[src/rtl/digdug_intc_pkg.sv]
// rtl/digdug_intc_pkg.sv - shared state types and default timing for the DigDug CPU interrupt front end
package digdug_intc_pkg;

  localparam int NMI_PULSE_DEF   = 8;
  localparam int RESET_HOLD_DEF  = 16;
  localparam int SYNC_STAGES_DEF = 2;

  typedef enum logic [1:0] {
    INT_S_IDLE    = 2'd0,
    INT_S_ASSERT  = 2'd1,
    INT_S_ACKING  = 2'd2,
    INT_S_RELEASE = 2'd3
  } int_state_t;

  typedef enum logic [1:0] {
    NMI_S_IDLE    = 2'd0,
    NMI_S_PULSE   = 2'd1,
    NMI_S_WAITLOW = 2'd2
  } nmi_state_t;

endpackage

[src/rtl/digdug_intc_sync.sv]
// rtl/digdug_intc_sync.sv - N-stage single-bit synchroniser, async reset to 0
module digdug_intc_sync #(
  parameter int STAGES = 2
) (
  input  logic clkdiv,
  input  logic RESET,
  input  logic din,
  output logic dout
);

  logic [STAGES-1:0] sync_q, sync_d;

  always_comb begin
    sync_d = {sync_q[STAGES-2:0], din};
  end

  always_ff @(posedge clkdiv or posedge RESET) begin
    if (RESET) sync_q <= '0;
    else       sync_q <= sync_d;
  end

  assign dout = sync_q[STAGES-1];

endmodule

[src/rtl/digdug_cpu_intc.sv]
// rtl/digdug_cpu_intc.sv - per-CPU /RESET, /INT, /NMI front end with acknowledge vector
// DIGDUG_INTC_VECTOR_EN: drive VECTOR on the read mux during acknowledge; otherwise DV=0, DO=FF (IM1).
module digdug_cpu_intc
  import digdug_intc_pkg::*;
#(
  parameter int          NMI_PULSE   = NMI_PULSE_DEF,
  parameter int          RESET_HOLD  = RESET_HOLD_DEF,
  parameter int          SYNC_STAGES = SYNC_STAGES_DEF,
  parameter logic [7:0]  VECTOR      = 8'hFF
) (
  input  logic       clkdiv,
  input  logic       RESET,
  input  logic       RSTREQ,
  input  logic       IRQREQ,
  input  logic       NMIREQ,
  input  logic       M1_N,
  input  logic       IORQ_N,
  output logic       CPU_RESET_N,
  output logic       INT_N,
  output logic       NMI_N,
  output logic       ACK,
  output logic       DV,
  output logic [7:0] DO
);

  logic rs, is, ns;

  digdug_intc_sync #(.STAGES(SYNC_STAGES)) u_sync_rst (.clkdiv(clkdiv), .RESET(RESET), .din(RSTREQ), .dout(rs));
  digdug_intc_sync #(.STAGES(SYNC_STAGES)) u_sync_irq (.clkdiv(clkdiv), .RESET(RESET), .din(IRQREQ), .dout(is));
  digdug_intc_sync #(.STAGES(SYNC_STAGES)) u_sync_nmi (.clkdiv(clkdiv), .RESET(RESET), .din(NMIREQ), .dout(ns));

  logic [7:0] hold_q, hold_d;
  logic       cpu_reset_n_q, cpu_reset_n_d;
  int_state_t int_q, int_d;
  logic       ack_q, ack_d;
  nmi_state_t nmi_q, nmi_d;
  logic [7:0] pcnt_q, pcnt_d;
  logic       ns_prev_q, ns_prev_d;
  logic       nedge_q, nedge_d;
  logic       force_idle;

  always_comb begin
    hold_d = hold_q;
    if (rs)                  hold_d = 8'(RESET_HOLD);
    else if (hold_q != 8'd0) hold_d = hold_q - 8'd1;
    cpu_reset_n_d = !(rs || (hold_q != 8'd0));
    // Idle the FSMs on the same edge /RESET falls so no pin glitches through.
    force_idle = !cpu_reset_n_d;
  end

  always_comb begin
    int_d = int_q;
    ack_d = 1'b0;
    case (int_q)
      INT_S_IDLE:    if (is) int_d = INT_S_ASSERT;
      INT_S_ASSERT: begin
        if (!is) begin
          int_d = INT_S_IDLE;
        end else if (!M1_N && !IORQ_N) begin
          int_d = INT_S_ACKING;
          ack_d = 1'b1;
        end
      end
      INT_S_ACKING:  if (IORQ_N) int_d = INT_S_RELEASE;
      INT_S_RELEASE: int_d = is ? INT_S_ASSERT : INT_S_IDLE;
      default:       int_d = INT_S_IDLE;
    endcase
    if (force_idle) begin
      int_d = INT_S_IDLE;
      ack_d = 1'b0;
    end
  end

  always_comb begin
    ns_prev_d = ns;
    nedge_d   = ns && !ns_prev_q;
    nmi_d     = nmi_q;
    pcnt_d    = pcnt_q;
    case (nmi_q)
      NMI_S_IDLE: begin
        if (nedge_q) begin
          nmi_d  = NMI_S_PULSE;
          pcnt_d = 8'(NMI_PULSE);
        end
      end
      NMI_S_PULSE: begin
        pcnt_d = pcnt_q - 8'd1;
        if (pcnt_q == 8'd1) nmi_d = NMI_S_WAITLOW;
      end
      NMI_S_WAITLOW: if (!ns) nmi_d = NMI_S_IDLE;
      default:       nmi_d = NMI_S_IDLE;
    endcase
    if (force_idle) nmi_d = NMI_S_IDLE;
  end

  always_ff @(posedge clkdiv or posedge RESET) begin
    if (RESET) begin
      hold_q        <= 8'(RESET_HOLD);
      cpu_reset_n_q <= 1'b0;
      int_q         <= INT_S_IDLE;
      ack_q         <= 1'b0;
      nmi_q         <= NMI_S_IDLE;
      pcnt_q        <= 8'd0;
      ns_prev_q     <= 1'b0;
      nedge_q       <= 1'b0;
    end else begin
      hold_q        <= hold_d;
      cpu_reset_n_q <= cpu_reset_n_d;
      int_q         <= int_d;
      ack_q         <= ack_d;
      nmi_q         <= nmi_d;
      pcnt_q        <= pcnt_d;
      ns_prev_q     <= ns_prev_d;
      nedge_q       <= nedge_d;
    end
  end

  assign CPU_RESET_N = cpu_reset_n_q;
  assign INT_N       = !((int_q == INT_S_ASSERT) || (int_q == INT_S_ACKING));
  assign NMI_N       = (nmi_q != NMI_S_PULSE);
  assign ACK         = ack_q;

`ifdef DIGDUG_INTC_VECTOR_EN
  assign DV = (int_q == INT_S_ACKING);
  assign DO = DV ? VECTOR : 8'hFF;
`else
  logic unused_vector;
  assign unused_vector = ^VECTOR;
  assign DV = 1'b0;
  assign DO = 8'hFF;
`endif

endmodule

[config.mk]
export PLATFORM = sky130hd
export DESIGN_NAME = digdug_cpu_intc
export DESIGN_NICKNAME = d
export VERILOG_FILES = /design/src/rtl/digdug_intc_pkg.sv /design/src/rtl/digdug_intc_sync.sv /design/src/rtl/digdug_cpu_intc.sv
export SDC_FILE = /design/constraint.sdc
export NUM_CORES = 1
export LEC_CHECK = 0
export CAP_MARGIN = 20
export CORE_AREA = 2 2 66 52
export CTS_CLUSTER_DIAMETER = 150
export DETAILED_ROUTE_END_ITERATION = 10
export DIE_AREA = 0 0 68 54
export PLACE_DENSITY = 0.72
export SKIP_LAST_GASP = 1
export SYNTH_ARGS = -nofsm -noshare
export SYNTH_HDL_FRONTEND = slang
export SYNTH_SLANG_ARGS = --single-unit
[constraint.sdc]
create_clock -name clkdiv -period 5.3 [get_ports clkdiv]
set_clock_uncertainty 0.05 [all_clocks]
set_input_delay 0.795 -clock clkdiv [delete_from_list [all_inputs] [get_ports clkdiv]]
set_output_delay 0.795 -clock clkdiv [all_outputs]
set_load 0.01 [all_outputs]
==> impl_results.md, run 1 <==
- Sink Count: 30
- Post-synth top area share: 0.498
- PD cells: 388 nW/µm²
- Top-count cell post-synth: dfrtp_1
- Synth Cell Area: 1460 µm²
- Via count: 1023
- Part of the power in the clock network: 0.279
- Post-CTS Setup Bufs: 0
- Hold Vio Cnt, Final: 0
- Htree depth: 2
- Max-slew violation count: 0
- Outcome: finished clean
- Total of max-cap violations: 0
- Largest family of logic cells by synthesized area: simple AND/OR/NAND/NOR gates
- Critical path, cell by cell: inv_1, ha_1, inv_1, clkdlybuf4s50_1
- Comb pwr share: 0.240
- # diodes: 0
- PostCTS Resize Cnt: 0
- CP required: 4.45 ns
- Commonest cells post-synth: 29 x dfrtp_1, 18 x nand2_1, 13 x inv_1
- Die footprint: 3670 µm²
- Multi-input gate area: 603 µm²
- Net count, final: 171
- Layout fillers: 275
- WL/cell: 12.2 µm
- Design area: 1670 µm²
- Fin cells: 198
- Clk pin slew, worst setup/hold paths: 0.06 ns
- TNS Setup: 0 ns
- Core Footprint: 3110 µm²
- Utilization of the core after routing: 0.538
- Most used DFF post-synth: dfrtp_1
- Dominant cell type by area after synthesis: dfrtp_1
- Most used cell, CP: inv_1
- Type of the worst setup path: register to output pin
- Number of synthesized flops with an enable pin: 0
- Slowest-stage cell, CP: clkdlybuf4s50_1
- Maximum clock rate: 398 MHz
- Initial antenna violation count: 0
- Switch Pwr: 0.000209 W
- Cts bufs inserted: 5
- DRC: 0
- Period utilization: 0.474
- I/O pin count: 20
- Final ANT Viol Nets: 0
- Post-synthesis xor/xnor area fraction: 0.0120
- Post-synthesis sequential area ratio: 0.516
- Drt pass-1 iters: 2
- Pint: 0.000440 W
- Register bit total from synthesis: 30
- First-pass GRT wire length: 3930 µm
- Reg power frac: 0.481
- Slowest stage delay, CP: 0.52 ns
- Sw Share: 0.322
- Overall Global Routing Usage: 0.147
- Initial core utilization: 0.469
- Yosys warns: 0
- CP Max Fanout: 5
- Max clock buf depth: 2
- Latest clock arrival within the worst-skew pair: 0.27 ns
- Crit path capture type: output pin
- Synth area leaders: dfrtp_1 50%, ha_1 6.0%, buf_4 5.2%, nand2_1 4.6%, inv_1 3.3%
- Share of cells above drive strength 1: 0.0696
- RSZ-0062 raised after global routing: false
- P_leak: 0.744 nW
- Complex-gate fraction of the synthesized area: 0.108
- Simple-gate share of the synthesized area: 0.183
- Max-slew headroom: 0.573
- Slew @ Worst Pin: 0.634 ns
- Peak supply drop: 0.222 mV
- CTS Root Cell: clkbuf_8
- FFs w/ async S/R, synth: 1.00
- Largest net degree at the start of global routing: 31
- Setup Viol. Count Final: 0
- Via density: 5.17
- Routed WL: 2430 µm
- Post-synthesis mux area share: 0.0275
- Arr. time, crit path: 1.67 ns
- GRT overflow: 0
- Final period demand of the worst path: 2.51 ns
- Post-Synthesis Cells: 143
- Cell Rows: 18
- Drt first-iter violations: 40
- Die width: 68 µm
- Synth Area in Adders: 0.0601
- CTS tree: yes
- CP top delay family: buffers and inverters
- Vias in the first global route: 974
- IO buf count: 10
- Detail Placement HPWL: 1810 µm
- Cell area after placement: 1550 µm²
- Die height: 54 µm
- Final Wtd Congestion: 0.822
- Hold-fix buffers, CTS: 0
- Layout Area Growth over Synthesis: 14.8%
- Register area: 752 µm²
- Syn_area_per_cell: 10.2 µm²
- Dpl cells: 189
- Worst path bufs/invs: 3
- Hold WS: 0.303 ns
- HP Class: register to register
- Post-synth cell types: 30
- CP Launch Type: register
==> final timing paths <==
check | slack (ns) | to | cells past startpoint | start
hold / removal | 0.30 | u_sync_rst.sync_q[1] | 0 | u_sync_rst.sync_q[0]
setup reg to reg | 3.37 | ACK | 4 | hold_q[7]
max in group asynchronous | 4.03 | hold_q[4] | 3 | RESET
hold reg to reg | 0.30 | u_sync_rst.sync_q[1] | 0 | u_sync_rst.sync_q[0]
setup / recovery | 2.79 | INT_N | 4 | int_q[0]
min in group asynchronous | 0.70 | hold_q[3] | 2 | RESET
==> area by class of cell <==
type	count	area share
sequential	30	0.450
multi-input combinational	96	0.361
timing repair buffer	11	0.0763
clock buffer	7	0.0516
tap	40	0.0299
inverter	13	0.0292
clock inverter	1	0.00299
==> through the flow <==
| stage | setup WS (ns) | power [W] |
|---|---|---|
| 6_report | 2.79 | 0.000649 |
| 3_5_place_dp | 3.07 | 0.000467 |
| 5_1_grt | 2.70 | 0.000698 |
| 3_3_place_gp | 3.14 | 0.000454 |
| 4_1_cts | 2.79 | 0.000651 |
| 2_1_floorplan | 3.58 | 0.000428 |
==> per-layer routing <==
layer,routed length [µm],vias up,global-route usage
met1,1090,504,0.172
met5,0,-,0
met3,95,2,0.0565
li1,-,499,-
met2,1230,18,0.256
met4,8,0,0.0333
==> sequential cells by signal (all words and copies together) (netlist names) <==
name and count:
u_sync_irq.sync_q 2, CPU_RESET_N 1, pcnt_q 8, hold_q 8, nmi_q 2, int_q 2
u_sync_nmi.sync_q 2, ACK 1, nedge_q 1, u_sync_rst.sync_q 2, ns_prev_q 1
==> logic make-up (layout without fill, tap and decap cells) <==
kind of cell | count (synthesis) | in the layout
fa+ha+maj | 7 | 7
compound gates | 25 | 25
other cells | 2 | 9
xor+xnor | 2 | 2
mux | 4 | 4
simple gates | 49 | 49
flops | 30 | 30
buf+inv | 24 | 32
==> power by group through the flow <==
stage / clock [W] / sequential (W) / combinational, W
floorplan: 0 / 0.000303 / 0.000125
global placement: 0 / 0.000310 / 0.000144
detailed placement: 0 / 0.000314 / 0.000152
CTS: 0.000188 / 0.000310 / 0.000153
global route: 0.000202 / 0.000318 / 0.000177
finish: 0.000181 / 0.000312 / 0.000156
==> layout by cell type (no fill, tap or decap), drive strengths merged <==
cell / Yosys / routed
nor3: 1 / 1
a21o: 1 / 1
mux2i: 4 / 4
nand3b: 1 / 1
o211ai: 1 / 1
xnor2: 2 / 2
clkdlybuf4s50: 0 / 10
nor3b: 1 / 1
nand2b: 1 / 1
a211oi: 3 / 3
nor2b: 2 / 2
dfrtp: 29 / 29
inv: 13 / 13
o21ai: 4 / 4
ha: 7 / 7
buf: 11 / 1
nand2: 18 / 18
o221ai: 1 / 1
dfstp: 1 / 1
nor2: 10 / 10
nor4: 6 / 6
clkbuf: 0 / 7
o22a: 1 / 1
o31ai: 4 / 4
or3: 4 / 4
conb: 2 / 9
or4: 2 / 2
nand3: 3 / 3
a21oi: 9 / 9
clkinv: 0 / 1
o21bai: 1 / 1
Note: power is estimated with default switching activity, not from simulation.
==> inputs of run 2 (changes only) <==
Clock period 5.3 ns to 2.4 ns, I/O delays scaled along.
==> run 2 against run 1 <==
Worst hold slack improved by 0.0078 ns. Register-to-register slack worse by 2.8 ns. Sequential share of layout area decreased by 0.13 points. Cell area is 0.30% higher. Cell count is the same. Die area is the same. Setup slack got worse by 2.5 ns. Via count is 0.88% lower. Clock-buffer cell count is the same. Global-route usage rose by 0.32 points.
==> impl_results.md, run 2 (synthesis results as in run 1) <==
- Outcome: finished clean
- CP required: 1.99 ns
- PostCTS Resize Cnt: 0
- Dpl cells: 190
- Via density: 5.12
- Detail Placement HPWL: 1790 µm
- Type of the worst setup path: register to output pin
- Final period demand of the worst path: 2.07 ns
- DRC: 0
- IO buf count: 10
- Part of the power in the clock network: 0.335
- I/O pin count: 20
- Reg power frac: 0.445
- Largest regs: hold_q x8, pcnt_q x8
- Die footprint: 3670 µm²
- Max-slew violation count: 0
- Hold WS: 0.311 ns
- Pint: 0.00107 W
- First-pass GRT wire length: 3880 µm
- Routed WL: 2490 µm
- Sink Count: 30
- Vias in the first global route: 907
- Sw Share: 0.303
- Final ANT Viol Nets: 0
- WL/cell: 12.6 µm
- Initial antenna violation count: 0
- Crit path capture type: output pin
- Most common cell after layout, fill and taps aside: dfrtp_1
- # diodes: 0
- Maximum clock rate: 483 MHz
- Arr. time, crit path: 1.66 ns
- Cts bufs inserted: 5
- Drt first-iter violations: 53
- GRT overflow: 0
- Initial core utilization: 0.469
- Hold-fix buffers, CTS: 0
- Total of max-cap violations: 0
- Latest clock arrival within the worst-skew pair: 0.28 ns
- TNS Setup: 0 ns
- Cell Rows: 18
- Switch Pwr: 0.000466 W
- Htree depth: 2
- Core Footprint: 3110 µm²
- Slew @ Worst Pin: 0.620 ns
- Drt pass-1 iters: 4
- CTS Root Cell: clkbuf_8
- Peak supply drop: 0.760 mV
- Register area: 752 µm²
- Via count: 1014
- Share of cells above drive strength 1: 0.0696
- P_leak: 0.746 nW
- Comb pwr share: 0.219
- Clk pin slew, worst setup/hold paths: 0.07 ns
- RSZ-0062 raised after global routing: false
- HP Class: register to register
- CP Launch Type: register
- Period utilization: 0.863
- Setup Viol. Count Final: 0
- Final Wtd Congestion: 0.767
- Largest net degree at the start of global routing: 31
- CTS tree: yes
- Post-CTS Setup Bufs: 0
- CP Max Fanout: 5
- Commonest non-fill, non-tap cells in the layout: 29 x dfrtp_1, 18 x nand2_1, 13 x inv_1
- Hold Vio Cnt, Final: 0
- Net count, final: 171
- PD cells: 918 nW/µm²
- Max-slew headroom: 0.583
- Fin cells: 198
- Multi-input gate area: 603 µm²
- Overall Global Routing Usage: 0.150
- Max clock buf depth: 2
- Layout Area Growth over Synthesis: 15.1%
- Layout fillers: 280
- Die height: 54 µm
- Die width: 68 µm
-- run 2: stage by stage --
stage / cell area, µm² / setup slack, ns / total power (W) / utilization
floorplan: 1480 / 0.682 / 0.000945 / -
global placement: 1560 / 0.588 / 0.00100 / 0.502
detailed placement: 1560 / 0.534 / 0.00103 / 0.502
CTS: 1680 / 0.308 / 0.00156 / 0.540
global route: 1680 / 0.198 / 0.00164 / 0.540
finish: 1680 / 0.330 / 0.00154 / 0.540
-- run 2: power by group through the flow --
stage | logic [W] | clock network (W) | registers, W
floorplan | 0.000276 | 0 | 0.000670
global placement | 0.000320 | 0 | 0.000683
detailed placement | 0.000338 | 0 | 0.000693
CTS | 0.000344 | 0.000534 | 0.000685
global route | 0.000390 | 0.000550 | 0.000699
finish | 0.000338 | 0.000517 | 0.000686
-- run 2: routing by layer --
metal / global-route usage / wire, µm / up-vias / share of wire
met4: 0.0500 / 26 / 0 / 0.010
met3: 0.0586 / 101 / 4 / 0.041
met2: 0.239 / 1260 / 18 / 0.51
met5: 0 / 0 / - / 0
li1: - / - / 494 / -
met1: 0.187 / 1100 / 498 / 0.44
-- run 2: worst max-delay path: stages, from the launching register on --
cell and delay (ns):
dfrtp_1 0.42, inv_1 0.10, ha_1 0.29, inv_1 0.05
clkdlybuf4s50_1 0.52
-- run 2: final timing paths --
kind                                            from              endpoint  slack (ns)  cells after the start
worst max-delay path                        int_q[0]                 INT_N        0.33                      4
worst min-delay path            u_sync_nmi.sync_q[0]  u_sync_nmi.sync_q[1]        0.31                      0
worst max register to register             hold_q[7]                   ACK        0.54                      4
worst min register to register  u_sync_nmi.sync_q[0]  u_sync_nmi.sync_q[1]        0.31                      0
max in group asynchronous                      RESET             hold_q[4]        1.59                      3
min in group asynchronous                      RESET               nedge_q        0.40                      3
-- run 2: final cells by class --
type                    count  share of cell area
clock buffers               7              0.0515
repair buffers             11              0.0641
multi-input cells          96               0.359
flip-flops and latches     30               0.448
inverters                  13              0.0291
clock inverters             1              0.0179
well taps                  40              0.0298
==> inputs of run 3 (changes only) <==
Settings changed: CORE_AREA 2 2 66 52 to 2 2 55 62, DIE_AREA 0 0 68 54 to 0 0 57 64.
==> run 3 against run 2 <==
Flip-flop and latch count stayed put. Cell count is 3.0% lower. Global-route usage is 0.53 points higher. Wire length is 3.3% lower. Via count is 2.1% lower. Clock power is 44% lower. Fmax is 3.9% lower. Sequential power hardly changed. First-iteration DRC count is 19% lower. Critical path type unchanged. Highest routed layer unchanged.
==> impl_results.md, run 3 (synthesis results as in run 1) <==
- Crit path capture type: output pin
- HP Class: register to register
- CTS tree: yes
- CP required: 1.99 ns
- Latest clock arrival within the worst-skew pair: 0.35 ns
- Hold-fix buffers, CTS: 0
- Type of the worst setup path: register to output pin
- Via density: 5.17
- Die width: 57 µm
- Max-slew violation count: 0
- WL/cell: 12.5 µm
- Routed WL: 2400 µm
- # diodes: 0
- First-pass GRT wire length: 4200 µm
- Largest regs: hold_q x8, pcnt_q x8
- Detail Placement HPWL: 1760 µm
- Initial core utilization: 0.487
- Final period demand of the worst path: 2.15 ns
- Layout Area Growth over Synthesis: 10.1%
- Drt first-iter violations: 43
- Final Wtd Congestion: 0.853
- CP Max Fanout: 5
- Max clock buf depth: 2
- Arr. time, crit path: 1.74 ns
- Total of max-cap violations: 0
- Layout fillers: 271
- Net count, final: 171
- IO buf count: 10
- Clk pin slew, worst setup/hold paths: 0.11 ns
- Worst setup path end: INT_N
- CP Launch Type: register
- Fin cells: 192
- Comb pwr share: 0.255
- Slew @ Worst Pin: 0.625 ns
- PostCTS Resize Cnt: 0
- P_leak: 0.720 nW
- I/O pin count: 20
- Largest net degree at the start of global routing: 31
- TNS Setup: 0 ns
- Pint: 0.000846 W
- Htree depth: 2
- Initial antenna violation count: 0
- Die footprint: 3650 µm²
- Hold Vio Cnt, Final: 0
- Peak supply drop: 0.508 mV
- Final ANT Viol Nets: 0
- PD cells: 812 nW/µm²
- Sink Count: 30
- GRT overflow: 0
- Share of cells above drive strength 1: 0.0696
- Drt pass-1 iters: 4
- Outcome: finished clean
- Core Footprint: 3000 µm²
- Vias in the first global route: 1044
- Reg power frac: 0.524
- Register area: 752 µm²
- Cts bufs inserted: 5
- Via count: 993
- CTS Root Cell: clkbuf_4
- RR Endpoint: ACK
- Path depth of the worst reg2reg path: 4
- Max-slew headroom: 0.580
- Post-CTS Setup Bufs: 0
- Maximum clock rate: 464 MHz
- Die height: 64 µm
- Worst setup margin: 0.246 ns
- CP startpoint: int_q[0]
- Part of the power in the clock network: 0.221
- Commonest non-fill, non-tap cells in the layout: 29 x dfrtp_1, 18 x nand2_1, 13 x inv_1
- Multi-input gate area: 603 µm²
- Dpl cells: 184
- Sw Share: 0.351
- Switch Pwr: 0.000457 W
- Worst r2r src: hold_q[7]
- Cell Rows: 21
- Setup slack, reg-to-reg: 0.54 ns
- Overall Global Routing Usage: 0.155
- DRC: 0
- Most common cell after layout, fill and taps aside: dfrtp_1
- Period utilization: 0.898
- Pre-CTS WS: 0.530 ns
- RSZ-0062 raised after global routing: false
- Setup Viol. Count Final: 0
run 3: cell types whose count changed in the layout (fill, tap and decap cells not counted):
| cell | delta |
|---|---|
| bufinv_16 | -1 |
| clkbuf_4 | +5 |
| clkbuf_8 | -6 |
| clkinv_2 | +2 |
run 3: layer usage:
layer / share of wire / wire [µm] / GRT usage / vias to the layer above
met5: 0 / 0 / 0 / -
met1: 0.42 / 1000 / 0.159 / 473
met2: 0.52 / 1250 / 0.269 / 16
met3: 0.032 / 76 / 0.0425 / 8
li1: - / - / - / 496
met4: 0.028 / 68 / 0.108 / 0
run 3: critical path, cell delays in order (launching register included):
cell             delay [ns]
dfrtp_1                0.43
inv_1                  0.10
ha_1                   0.29
inv_1                  0.05
clkdlybuf4s50_1        0.52
run 3: power by group through the flow:
stage | sequential [W] | clock [W] | combinational, W
2_1_floorplan | 0.000670 | 0 | 0.000276
3_3_place_gp | 0.000683 | 0 | 0.000319
3_5_place_dp | 0.000688 | 0 | 0.000334
4_1_cts | 0.000681 | 0.000296 | 0.000336
5_1_grt | 0.000698 | 0.000323 | 0.000384
6_report | 0.000683 | 0.000288 | 0.000332
run 3: worst min-delay path by stage:
stage	startpoint	to	slack (ns)	cells after the start
after CTS	u_sync_nmi.sync_q[0]	u_sync_nmi.sync_q[1]	0.30	0
after detailed placement	u_sync_rst.sync_q[0]	u_sync_rst.sync_q[1]	0.29	0
final	u_sync_nmi.sync_q[0]	u_sync_nmi.sync_q[1]	0.29	0
after global placement	u_sync_irq.sync_q[0]	u_sync_irq.sync_q[1]	0.28	0
after global routing	u_sync_nmi.sync_q[0]	u_sync_nmi.sync_q[1]	0.32	0
after floorplan	u_sync_irq.sync_q[0]	u_sync_irq.sync_q[1]	0.28	0
run 3: area by class of cell:
cell class | instances | area share
timing repair buffer | 11 | 0.0670
clock inverter | 2 | 0.00624
sequential | 30 | 0.468
multi-input combinational | 96 | 0.376
tap | 34 | 0.0265
inverter | 13 | 0.0304
clock buffer | 6 | 0.0257
run 3: through the flow:
stage                     cell area (µm²)  hold slack [ns]  total power (W)   util
after floorplan                      1480            0.281         0.000945      -
after global placement               1550            0.283          0.00100  0.519
after detailed placement             1550            0.286          0.00102  0.519
after CTS                            1610            0.303          0.00131  0.536
after global routing                 1610            0.318          0.00140  0.536
final                                1610            0.292          0.00130  0.536
